$ cat config.mk
export PLATFORM = sky130hd
export DESIGN_NAME = btn_select_debounce
export DESIGN_NICKNAME = d
export VERILOG_FILES = /design/src/rtl/led_ctrl_pkg.sv /design/src/rtl/btn_debounce_bit.sv /design/src/rtl/btn_select_debounce.sv
export SDC_FILE = /design/constraint.sdc
export NUM_CORES = 1
export LEC_CHECK = 0
export CORE_MARGIN = 3
export CORE_UTILIZATION = 63
export DETAILED_ROUTE_END_ITERATION = 8
export DONT_BUFFER_PORTS = 1
export PLACE_DENSITY_LB_ADDON = 0.1
export RECOVER_POWER = 25
export SYNTH_ARGS = -nofsm -noshare
export SYNTH_HDL_FRONTEND = slang
export SYNTH_SLANG_ARGS = --single-unit
$ cat constraint.sdc
create_clock -name clk -period 8.3 [get_ports clk]
set_input_delay 1.66 -clock clk [delete_from_list [all_inputs] [get_ports clk]]
set_output_delay 1.66 -clock clk [all_outputs]
set_load 0.01 [all_outputs]
$ cat src/rtl/led_ctrl_pkg.sv
// Shared constants for the LED colour/PWM path: button count, debounce limits, colour indices.
// Colour indices follow the select order of the PWM stage (btn_sel bit k selects colour k).
package led_ctrl_pkg;

  localparam int N_BTN        = 8;
  localparam int DB_LIMIT     = 1000000;
  localparam int DB_LIMIT_SIM = 4;
  localparam int DB_W         = 20;

  typedef enum logic [2:0] {
    COL_RED     = 3'd0,
    COL_GREEN   = 3'd1,
    COL_BLUE    = 3'd2,
    COL_YELLOW  = 3'd3,
    COL_CYAN    = 3'd4,
    COL_MAGENTA = 3'd5,
    COL_PURPLE  = 3'd6,
    COL_WHITE   = 3'd7
  } colour_e;

endpackage

$ cat src/rtl/btn_debounce_bit.sv
// One button: 2-FF synchroniser then a level must hold DB_LIMIT cycles before it becomes stable.
// Latency: raw change reaches stable DB_LIMIT+2 edges after capture; no backpressure.
module btn_debounce_bit
  import led_ctrl_pkg::*;
#(
  parameter int DB_LIMIT = led_ctrl_pkg::DB_LIMIT,
  parameter int DB_W     = led_ctrl_pkg::DB_W
) (
  input  logic clk,
  input  logic rst,
  input  logic raw,
  output logic stable
);

  logic            s1;
  logic            s2;
  logic [DB_W-1:0] cnt;

  // Any return to the stable level clears cnt, so the window restarts on every bounce.
  always_ff @(posedge clk or posedge rst) begin
    if (rst) begin
      s1     <= 1'b0;
      s2     <= 1'b0;
      stable <= 1'b0;
      cnt    <= '0;
    end else begin
      s1 <= raw;
      s2 <= s1;
      if (s2 == stable) begin
        cnt <= '0;
      end else if (cnt == DB_W'(DB_LIMIT - 1)) begin
        stable <= s2;
        cnt    <= '0;
      end else begin
        cnt <= cnt + DB_W'(1);
      end
    end
  end

endmodule

$ cat src/rtl/btn_select_debounce.sv
// Debounces N_BTN buttons and turns press edges into a one-cycle one-hot select plus status.
// Latency: pulse DB_LIMIT+3 edges after raw capture; lowest index wins, other rises are dropped.
module btn_select_debounce #(
  parameter int N_BTN    = led_ctrl_pkg::N_BTN,
  parameter int DB_LIMIT = led_ctrl_pkg::DB_LIMIT,
  parameter int DB_W     = led_ctrl_pkg::DB_W
) (
  input  logic                     clk,
  input  logic                     rst,
  input  logic [N_BTN-1:0]         btn_raw,
  output logic [N_BTN-1:0]         btn_sel,
  output logic [$clog2(N_BTN)-1:0] sel_idx,
  output logic                     sel_valid,
  output logic [7:0]               press_cnt
);
  import led_ctrl_pkg::*;

  localparam int IDX_W = $clog2(N_BTN);

  logic [N_BTN-1:0] stable;
  logic [N_BTN-1:0] stable_q;
  logic [N_BTN-1:0] rise;
  logic [IDX_W-1:0] win;

  for (genvar g = 0; g < N_BTN; g++) begin : g_db
    btn_debounce_bit #(
      .DB_LIMIT(DB_LIMIT),
      .DB_W    (DB_W)
    ) u_db (
      .clk   (clk),
      .rst   (rst),
      .raw   (btn_raw[g]),
      .stable(stable[g])
    );
  end

  // Release edges are ignored; only 0->1 of the debounced level counts as a press.
  assign rise = stable & ~stable_q;

  always_comb begin
    win = '0;
    for (int i = N_BTN - 1; i >= 0; i--) begin
      if (rise[i]) win = IDX_W'(i);
    end
  end

  always_ff @(posedge clk or posedge rst) begin
    if (rst) begin
      stable_q  <= '0;
      btn_sel   <= '0;
      sel_idx   <= '0;
      sel_valid <= 1'b0;
      press_cnt <= '0;
    end else begin
      stable_q <= stable;
      if (|rise) begin
        btn_sel   <= N_BTN'(1) << win;
        sel_idx   <= win;
        sel_valid <= 1'b1;
        press_cnt <= press_cnt + 8'd1;
      end else begin
        btn_sel <= '0;
      end
    end
  end

endmodule

==> qor.csv <==
stage,metric,value,unit
synthesis,register area share after synthesis,0.566,
critical_path,Critical Path Source Type,register,
power_and_ir_drop,Leak,4.60,nW
synthesis,"top cells by count, synth","212 x dfrtp_1, 189 x nor2_1, 89 x xor2_1, 70 x xnor2_1, 61 x nand3_1",
routing,routed vias/inst,5.71,
clocking,root buf cell,clkbuf_16,
synthesis,"FFs w/ async S/R, synth",1.00,
routing,remaining antenna violation count,0,
clocking,clock tree sinks,212,
min_path,Hold Path Class,reg -> reg,
global_route,initial antenna violation count,0,
timing,WHS,350,ps
critical_path,R2R Path End,g_db[6].u_db.cnt[19],
place,gpl congestion,0.815,
power_and_ir_drop,Worst VDD drop,284,µV
critical_path,crit path DAT,1030,ps
critical_path,r2r setup slk,6050,ps
timing,measured slew at the worst slew-check pin,932,ps
synthesis,Yosys cell types,38,
synthesis,Synth Instances,890,
synthesis,Mapped Avg Cell Area,10.5,µm²
synthesis,Synthesized Nets,909,
layout,share of layout cells above drive strength 1,0.0546,
place,PortBufs,0,
floorplan,row count,43,
routing,Pre-antenna DRT Iters,5,
layout,multi-input logic area,3930,µm²
synthesis,number of synthesized flops with an enable pin,0,
power_and_ir_drop,Power Dens Cells,203,nW/µm²
critical_path,Worst path depth,0,
synthesis,synthesis-stage register bit count,212,
synthesis,Synth area leaders,"dfrtp_1 57%, xor2_1 8.3%, nor2_1 7.6%",
timing,Final setup viols,0,
floorplan,I/O pins,30,
timing,Total Negative Setup Slacks,0,ps
clocking,CTS Buf Count,22,
critical_path,critical-path maximum fanout,5,
clocking,number of gates resized after CTS,0,
timing,final cycle utilization of the critical path,0.324,
floorplan,core area,14200,µm²
place,DP HPWL,10.9,mm
timing,Final Hold Viols,0,
floorplan,die area,16400,µm²
timing,clock skew,13.5,ps
timing,Rel. slew slack,0.379,
timing,fmax,372,MHz
critical_path,worst path required time,6640,ps
clocking,Clock Path Buffers,3,
critical_path,CP Capture Point,press_cnt[0],
floorplan,chip height,128,µm
layout,antenna fix cells,0,
routing,Vias,6247,
synthesis,Synth area leader,dfrtp_1,
floorplan,die width,128,µm
critical_path,start point of the critical path,press_cnt[0],
critical_path,Reg-to-Reg Start,g_db[6].u_db.cnt[0],
clocking,CTS tree,built,
global_route,GRT Resource Usage Total,0.212,
critical_path,reg2reg path depth,5,
synthesis,area share of the largest cell type after synthesis,0.566,
run,number of max-cap violations,0,
layout,Sequential Area,5310,µm²
global_route,first-pass GRT wire length,29.1,mm
routing,Detailed Route WL,16.5,mm
routing,Remaining DRCs,0,
layout,Nets,921,
timing,min cycle time layout,2690,ps
global_route,largest net degree at the start of global routing,146,
critical_path,Crit Path Category,reg -> out,
global_route,grt ovf,0,
synthesis,Syn Std Cell Area,9380,µm²
clocking,postcts setup bufs,0,
synthesis,yosys warns,0,
clocking,clk_lat worst skew,500,ps
timing,unrepaired setup endpoints after global routing,false,
layout,fillcell total,995,
synthesis,Post-synth top flop,dfrtp_1,
clocking,CTS Hold Bufs,0,
global_route,via count of the first global-routing pass,6178,
routing,initial DRC count,470,
status,status,"complete, no violations",
synthesis,"count leader, synth",dfrtp_1,
floorplan,Initial Utilization,0.660,
routing,wire length per cell,15.1,µm
timing,max-slew violation count,0,
min_path,critical hold path startpoint,g_db[0].u_db.s1,
critical_path,CP endpoint kind,output port,
layout,area delta synth->final,9.50,%
clocking,clock transition at the registers of the reported paths,60,ps
clocking,H-tree depth,1,
-- worst min path at each step --
stage / end / slack (ps) / depth (start not counted)
after floorplan: g_db[0].u_db.s2 / 330 / 0
final: g_db[0].u_db.s2 / 350 / 0
after CTS: g_db[0].u_db.s2 / 350 / 0
after global routing: g_db[0].u_db.s2 / 360 / 0
after global placement: g_db[2].u_db.s2 / 340 / 0
after detailed placement: g_db[5].u_db.s2 / 340 / 0
-- through the flow --
stage / util / cells / power (mW) / cell area [µm²] / worst slack, ps
after detailed placement: 0.671 / 1058 / 1.13 / 9530 / 5030
after CTS: 0.723 / 1095 / 2.11 / 10300 / 5580
final: 0.723 / 1095 / 2.09 / 10300 / 5610
after global placement: 0.671 / 1058 / 1.12 / 9530 / 5110
after global routing: 0.723 / 1095 / 2.16 / 10300 / 5360
after floorplan: - / 890 / 1.12 / 9380 / 846
-- cells in the final DEF (no fill, tap or decap), types with 20 or more instances in the layout --
cell type,instances
nand2_1,57
dfrtp_1,212
nand4_1,37
xor2_1,89
and3_1,29
nand3_1,61
nor3_1,20
clkbuf_16,22
xnor2_1,70
nor2_1,189
-- area by class of cell --
type | count | share of cell area
clock buffers | 28 | 0.0597
inverters | 15 | 0.00622
well taps | 180 | 0.0219
clock inverters | 9 | 0.0117
repair buffers | 1 | 0.000731
flip-flops and latches | 212 | 0.517
multi-input cells | 650 | 0.383
-- state kept, by name, indices dropped and copies added, names as in the netlist --
name,cells
g_db.u_db.s1,8
sel_idx,3
btn_sel,8
press_cnt,8
stable_q,8
g_db.u_db.stable,8
sel_valid,1
g_db.u_db.s2,8
g_db.u_db.cnt,160
-- kinds of logic (layout without fill, tap and decap cells) --
| logic type | after synthesis | after routing | synth area share |
|---|---|---|---|
| muxes | 7 | 7 | 0.00841 |
| and+or+nand+nor | 466 | 466 | 0.244 |
| xor gates and xnor gates | 159 | 159 | 0.149 |
| adders and majority gates | 9 | 9 | 0.0120 |
| buffers and inverters | 28 | 53 | 0.0148 |
| DFF | 212 | 212 | 0.566 |
| AOI/OAI and AO/OA | 9 | 9 | 0.00587 |
-- report_power, final --
| group | total [mW] | switching, mW | internal (mW) |
|---|---|---|---|
| Combinational | 0.0489 | 0.0378 | 0.0111 |
| Clock | 0.978 | 0.392 | 0.586 |
| Sequential | 1.06 | 0.0121 | 1.05 |
-- per-layer routing --
layer | global-route usage | routed length, µm | vias to the layer above
met5 | 0 | 0 | -
met4 | 0.0481 | 259 | 0
met3 | 0.0354 | 731 | 24
met2 | 0.350 | 8110 | 113
met1 | 0.301 | 7380 | 3088
li1 | - | - | 3022
(Power assumes the default switching activity.)
